## config.mk

```make
export PLATFORM = sky130hd
export DESIGN_NAME = keypad_encoder
export DESIGN_NICKNAME = d
export VERILOG_FILES = /design/src/rtl/keypad_encoder.sv
export SDC_FILE = /design/constraint.sdc
export NUM_CORES = 1
export LEC_CHECK = 0
export ABC_AREA = 1
export CAP_MARGIN = 20
export CELL_PAD_IN_SITES_DETAIL_PLACEMENT = 0
export CELL_PAD_IN_SITES_GLOBAL_PLACEMENT = 2
export CORE_UTILIZATION = 35
export DETAILED_ROUTE_END_ITERATION = 12
export GPL_ROUTABILITY_DRIVEN = 1
export GPL_TIMING_DRIVEN = 0
export PLACE_DENSITY_LB_ADDON = 0.05
export SYNTH_ARGS = -nofsm -noshare
export SYNTH_HDL_FRONTEND = slang
export SYNTH_SLANG_ARGS = --single-unit
export TNS_END_PERCENT = 50
```

## constraint.sdc

```tcl
create_clock -name CLK -period 5.6 [get_ports CLK]
set_clock_uncertainty 0.2 [all_clocks]
set_input_delay 0.56 -clock CLK [delete_from_list [all_inputs] [get_ports CLK]]
set_output_delay 0.56 -clock CLK [all_outputs]
set_load 0.05 [all_outputs]
```

## src/rtl/keypad_encoder.sv

```systemverilog
// keypad_encoder: scans and debounces a 4x4 keypad and emits one key event per press
// Ports: CLK/RST clock and sync active-high reset; row active-low one-hot row drive;
// col async active-low column sense; startSet event strobe; num digit 0-9;
// start/clear/enter function-key flags (num and flags held until the next accepted key).
module keypad_encoder #(
  parameter int SCAN_DIV     = 4,
  parameter int DEBOUNCE_CYC = 8,
  parameter int STROBE_CYC   = 5
) (
  input  logic       CLK,
  input  logic       RST,
  output logic [3:0] row,
  input  logic [3:0] col,
  output logic       startSet,
  output logic [4:0] num,
  output logic       start,
  output logic       clear,
  output logic       enter
);
  typedef enum logic [1:0] {SCAN, DEBOUNCE, STROBE, WAIT_RELEASE} state_t;
  localparam int DW = $clog2(SCAN_DIV) + 1;
  localparam int CW = $clog2(DEBOUNCE_CYC + STROBE_CYC + 1) + 1;
  state_t state_q, state_d;
  logic [3:0] sync_q, cs_q, pat_q, pat_d;
  logic [1:0] ridx_q, ridx_d, idle_q, idle_d, kc;
  logic [DW-1:0] div_q, div_d;
  logic [CW-1:0] cnt_q, cnt_d;
  logic set_q, set_d, start_q, start_d, clear_q, clear_d, enter_q, enter_d, arm_q, arm_d;
  logic [4:0] num_q, num_d, digit;
  logic [3:0] low, pl;
  logic one_low, sample, fn, unused;
  assign low     = ~cs_q;
  assign one_low = (low != 4'd0) && ((low & (low - 4'd1)) == 4'd0);
  assign sample  = div_q == DW'(SCAN_DIV - 1);
  assign pl      = ~pat_q;
  assign kc      = pl[0] ? 2'd0 : pl[1] ? 2'd1 : pl[2] ? 2'd2 : 2'd3;
  assign fn      = kc == 2'd3 && ridx_q != 2'd3;
  assign unused  = ridx_q == 2'd3 && kc != 2'd1;
  assign digit   = (ridx_q == 2'd3) ? 5'd0 : 5'(ridx_q) * 5'd3 + 5'(kc) + 5'd1;
  assign row      = ~(4'b0001 << ridx_q);
  assign startSet = set_q;
  assign num      = num_q;
  assign start    = start_q;
  assign clear    = clear_q;
  assign enter    = enter_q;
  // A key still held through reset must not fire: scanning only arms after
  // one full round of rows samples with no key down.
  always_comb begin
    state_d = state_q;
    ridx_d  = ridx_q;
    div_d   = div_q;
    cnt_d   = cnt_q;
    pat_d   = pat_q;
    set_d   = set_q;
    num_d   = num_q;
    start_d = start_q;
    clear_d = clear_q;
    enter_d = enter_q;
    idle_d  = idle_q;
    arm_d   = arm_q;
    case (state_q)
      SCAN: begin
        div_d = sample ? '0 : div_q + DW'(1);
        if (sample) begin
          idle_d = (cs_q == 4'hF) ? idle_q + 2'd1 : 2'd0;
          arm_d  = arm_q | (cs_q == 4'hF && idle_q == 2'd3);
          if (one_low && arm_q) begin
            pat_d   = cs_q;
            cnt_d   = CW'(1);
            state_d = DEBOUNCE;
          end else
            ridx_d = ridx_q + 2'd1;
        end
      end
      DEBOUNCE: begin
        if (cs_q == pat_q) begin
          cnt_d = cnt_q + CW'(1);
          if (cnt_q == CW'(DEBOUNCE_CYC - 1)) begin
            state_d = unused ? WAIT_RELEASE : STROBE;
            cnt_d   = unused ? '0 : CW'(1);
            set_d   = !unused;
            num_d   = (unused || fn) ? num_q : digit;
            start_d = unused ? start_q : fn && ridx_q == 2'd0;
            clear_d = unused ? clear_q : fn && ridx_q == 2'd1;
            enter_d = unused ? enter_q : fn && ridx_q == 2'd2;
          end
        end else begin
          cnt_d   = '0;
          state_d = SCAN;
          ridx_d  = ridx_q + 2'd1;
          div_d   = '0;
        end
      end
      STROBE: begin
        cnt_d = cnt_q + CW'(1);
        if (cnt_q == CW'(STROBE_CYC)) begin
          set_d   = 1'b0;
          cnt_d   = '0;
          state_d = WAIT_RELEASE;
        end
      end
      WAIT_RELEASE: begin
        cnt_d = (cs_q == 4'hF) ? cnt_q + CW'(1) : '0;
        if (cs_q == 4'hF && cnt_q == CW'(DEBOUNCE_CYC - 1)) begin
          cnt_d   = '0;
          state_d = SCAN;
          ridx_d  = 2'd0;
          div_d   = '0;
        end
      end
    endcase
  end
  always_ff @(posedge CLK) begin
    if (RST) begin
      state_q <= SCAN;
      sync_q  <= 4'hF;
      cs_q    <= 4'hF;
      pat_q   <= 4'hF;
      ridx_q  <= 2'd0;
      div_q   <= '0;
      cnt_q   <= '0;
      set_q   <= 1'b0;
      num_q   <= 5'd0;
      start_q <= 1'b0;
      clear_q <= 1'b0;
      enter_q <= 1'b0;
      idle_q  <= 2'd0;
      arm_q   <= 1'b0;
    end else begin
      state_q <= state_d;
      sync_q  <= col;
      cs_q    <= sync_q;
      pat_q   <= pat_d;
      ridx_q  <= ridx_d;
      div_q   <= div_d;
      cnt_q   <= cnt_d;
      set_q   <= set_d;
      num_q   <= num_d;
      start_q <= start_d;
      clear_q <= clear_d;
      enter_q <= enter_d;
      idle_q  <= idle_d;
      arm_q   <= arm_d;
    end
  end
endmodule

```

==> metrics.txt <==
Relative slew margins=62.7%; combinational share of power=23.1%; I/O pins=19; total wire length=3.96 mm; First DRT Iteration DRCs=60; Crit Path Class=register to output pin; chip width=76.9 µm; Final Hold Vio Count=0; HP Class=register to register; Fill cells=573; fin cells=361; Cell Pwr Density=254 nW/µm²; Slew Limit Fails=0; Cell Rows=26; critical path arrival=1.96 ns; largest net degree at the start of global routing=13; Clk pwr share=30.8%; Slew @ Worst Pin=0.559 ns; leakage power=1.04 nW; largest family of logic cells by synthesized area=simple AND/OR/NAND/NOR gates; Max Fclk=0.368 GHz; simple-gate area share of the yosys netlist=34.5%; Synth Area in Adders=9.04%; first-pass GRT wire length=7.09 mm; Critical Path Fanout Max=6; crit end category=output pin; Syn Nets=285; area of the multi-input gates=1090 µm²; P&R area growth vs syn=17.6%; Synth area leader=dfxtp_1; clk root buf=clkbuf_8; die height=76.9 µm; Yosys top cell area share=35.6%; most common cell after layout, fill and taps aside=nand2_1; Final Wtd Congestion=0.726; r2r setup slk=3.39 ns; post-synthesis compound-gate area fraction=11.0%; CTS tree=yes; DPL Wire Length=3.05 mm; clock buffer depth=2; VDD IR max=0.0000992 V; GR Overflow Total=0; synth warn=0; vias in the first global route=1566; post-route clock period utilization=48.5%; library cells used by synthesis=32; Starting Density=37.3%; clk sink count=35; vias per cell=4.49; CTS Hold Buffers Added=0; MaxCap Viol Count=0; H-tree levels=2; GRT Util Overall=15.2%; sequential-to-total area share from yosys stat=35.6%; status=complete, no violations; Skew-Pair Late Insertion Delay=0.28 ns; storage element area=701 µm²; fin nets=309; clock-pin slew on the worst setup and hold paths=0.07 ns; Switching Share=32.6%; Worst EP required=4.84 ns; syn avg cell area=7.39 µm²; Core Region=5270 µm²; Tmin final=2.72 ns; Wirelength per Cell=11.0 µm; initial antenna violation count=0; synthesized area=1970 µm²; postcts setup bufs=0; Area contributors post-synth=dfxtp_1, nand2_1, ha_1, inv_1, nor2_1; TNS Setup=0 ns; post-layout util=43.9%; register share of total power=46.1%; Inserted Diodes=0; Die Area=5920 µm²; element type at the critical path start=register; mux contribution to synthesized area=0%; flip-flop and latch count after synthesis=35; Post-Synth XOR/XNOR Area=0.891%; Post-route DRC=0; NetSw=0.000191 W; final setup fails=0; layout cells sized above 1=17.5%; via count=1622; input/output buffers=17; dpl cells=353; Mapped Cells=266; CTS-repair resized insts=0; RSZ-0062 raised after global routing=no; Num CTS Buffers=5; drt first pass iters=4; most frequent cells in the layout=nand2_1, dfxtp_1, inv_1, nor2_1; Detail Route Antenna Nets=0; Internal Power=0.000395 W
-- state kept, by name, indices dropped and copies added, names as in the netlist, named ones only --
register	cells
div_q	3
arm_q	1
state_q	1
start	1
startSet	1
clear	1
num	4
sync_q	4
cnt_q	5
pat_q	4
ridx_q	2
cs_q	4
idle_q	2
enter	1
-- layer usage --
metal | share of wire (%) | global-route usage [%]
met1 | 52 | 19.9
met4 | 1.4 | 5.19
met2 | 42 | 24.2
met3 | 3.8 | 3.81
met5 | 0 | 0
-- cells by family (layout without fill, tap and decap cells) --
logic type | count (synthesis) | in the layout
simple gates | 132 | 132
fa+ha+maj | 13 | 13
buf+inv | 44 | 69
compound gates | 39 | 39
other cells | 1 | 1
flops | 35 | 35
xor+xnor | 2 | 2
-- power groups by stage --
stage / registers [W] / logic (W) / clock network [W]
after floorplan: 0.000273 / 0.000103 / 0
after global placement: 0.000276 / 0.000137 / 0
after detailed placement: 0.000276 / 0.000136 / 0
after CTS: 0.000271 / 0.000137 / 0.000193
after global routing: 0.000273 / 0.000155 / 0.000202
final: 0.000270 / 0.000136 / 0.000180
-- synthesized netlist by cell type --
cell and number:
nor3_2 1, dfxtp_1 35, clkinv_2 1, a311oi_1 1
conb_1 1, o211ai_1 4, nand2_2 6, clkbuf_1 1
buf_2 1, or2_2 8, inv_1 33, nand2_4 1
nand3_2 3, nand3_1 9, nand3_4 2, nor3_1 1
o21ai_2 1, inv_2 6, clkinv_1 1, nor2_4 7
ha_1 11, o21ai_1 9, nor2_2 4, a21oi_1 17
a21oi_2 1, nand4_1 5, nand2_1 55, buf_4 1
fa_1 2, xor2_1 2, nor2_1 30, o21ai_0 6
-- through the flow --
step,hold slack [ns],area (µm²),power [W],setup WS [ns]
global placement,0.192,2220,0.000413,3.18
CTS,0.220,2310,0.000600,2.85
detailed placement,0.198,2220,0.000413,3.18
floorplan,0.189,1970,0.000377,3.54
global route,0.236,2310,0.000629,2.78
finish,0.213,2310,0.000586,2.88
-- final timing paths --
check,to,depth (start not counted),from
max,row[2],4,ridx_q[0]
min,cs_q[1],1,sync_q[1]
max reg2reg,num[2],8,pat_q[0]
min reg2reg,cs_q[1],1,sync_q[1]
-- worst max-delay path, cell delays in order (launching register included) --
cell and delay [ns]:
dfxtp_1 0.46, inv_1 0.13, ha_1 0.21, inv_1 0.07, clkdlybuf4s50_1 0.80
-- cell type report --
class | count | share of cell area, %
Tap cell | 70 | 3.79
Timing Repair Buffer | 17 | 7.36
Inverter | 41 | 6.71
Buffer | 3 | 0.703
Multi-Input combinational cell | 187 | 47.3
Sequential cell | 35 | 30.3
Clock inverter | 3 | 0.866
Clock buffer | 5 | 2.98
Note: power is estimated with default switching activity, not from simulation.
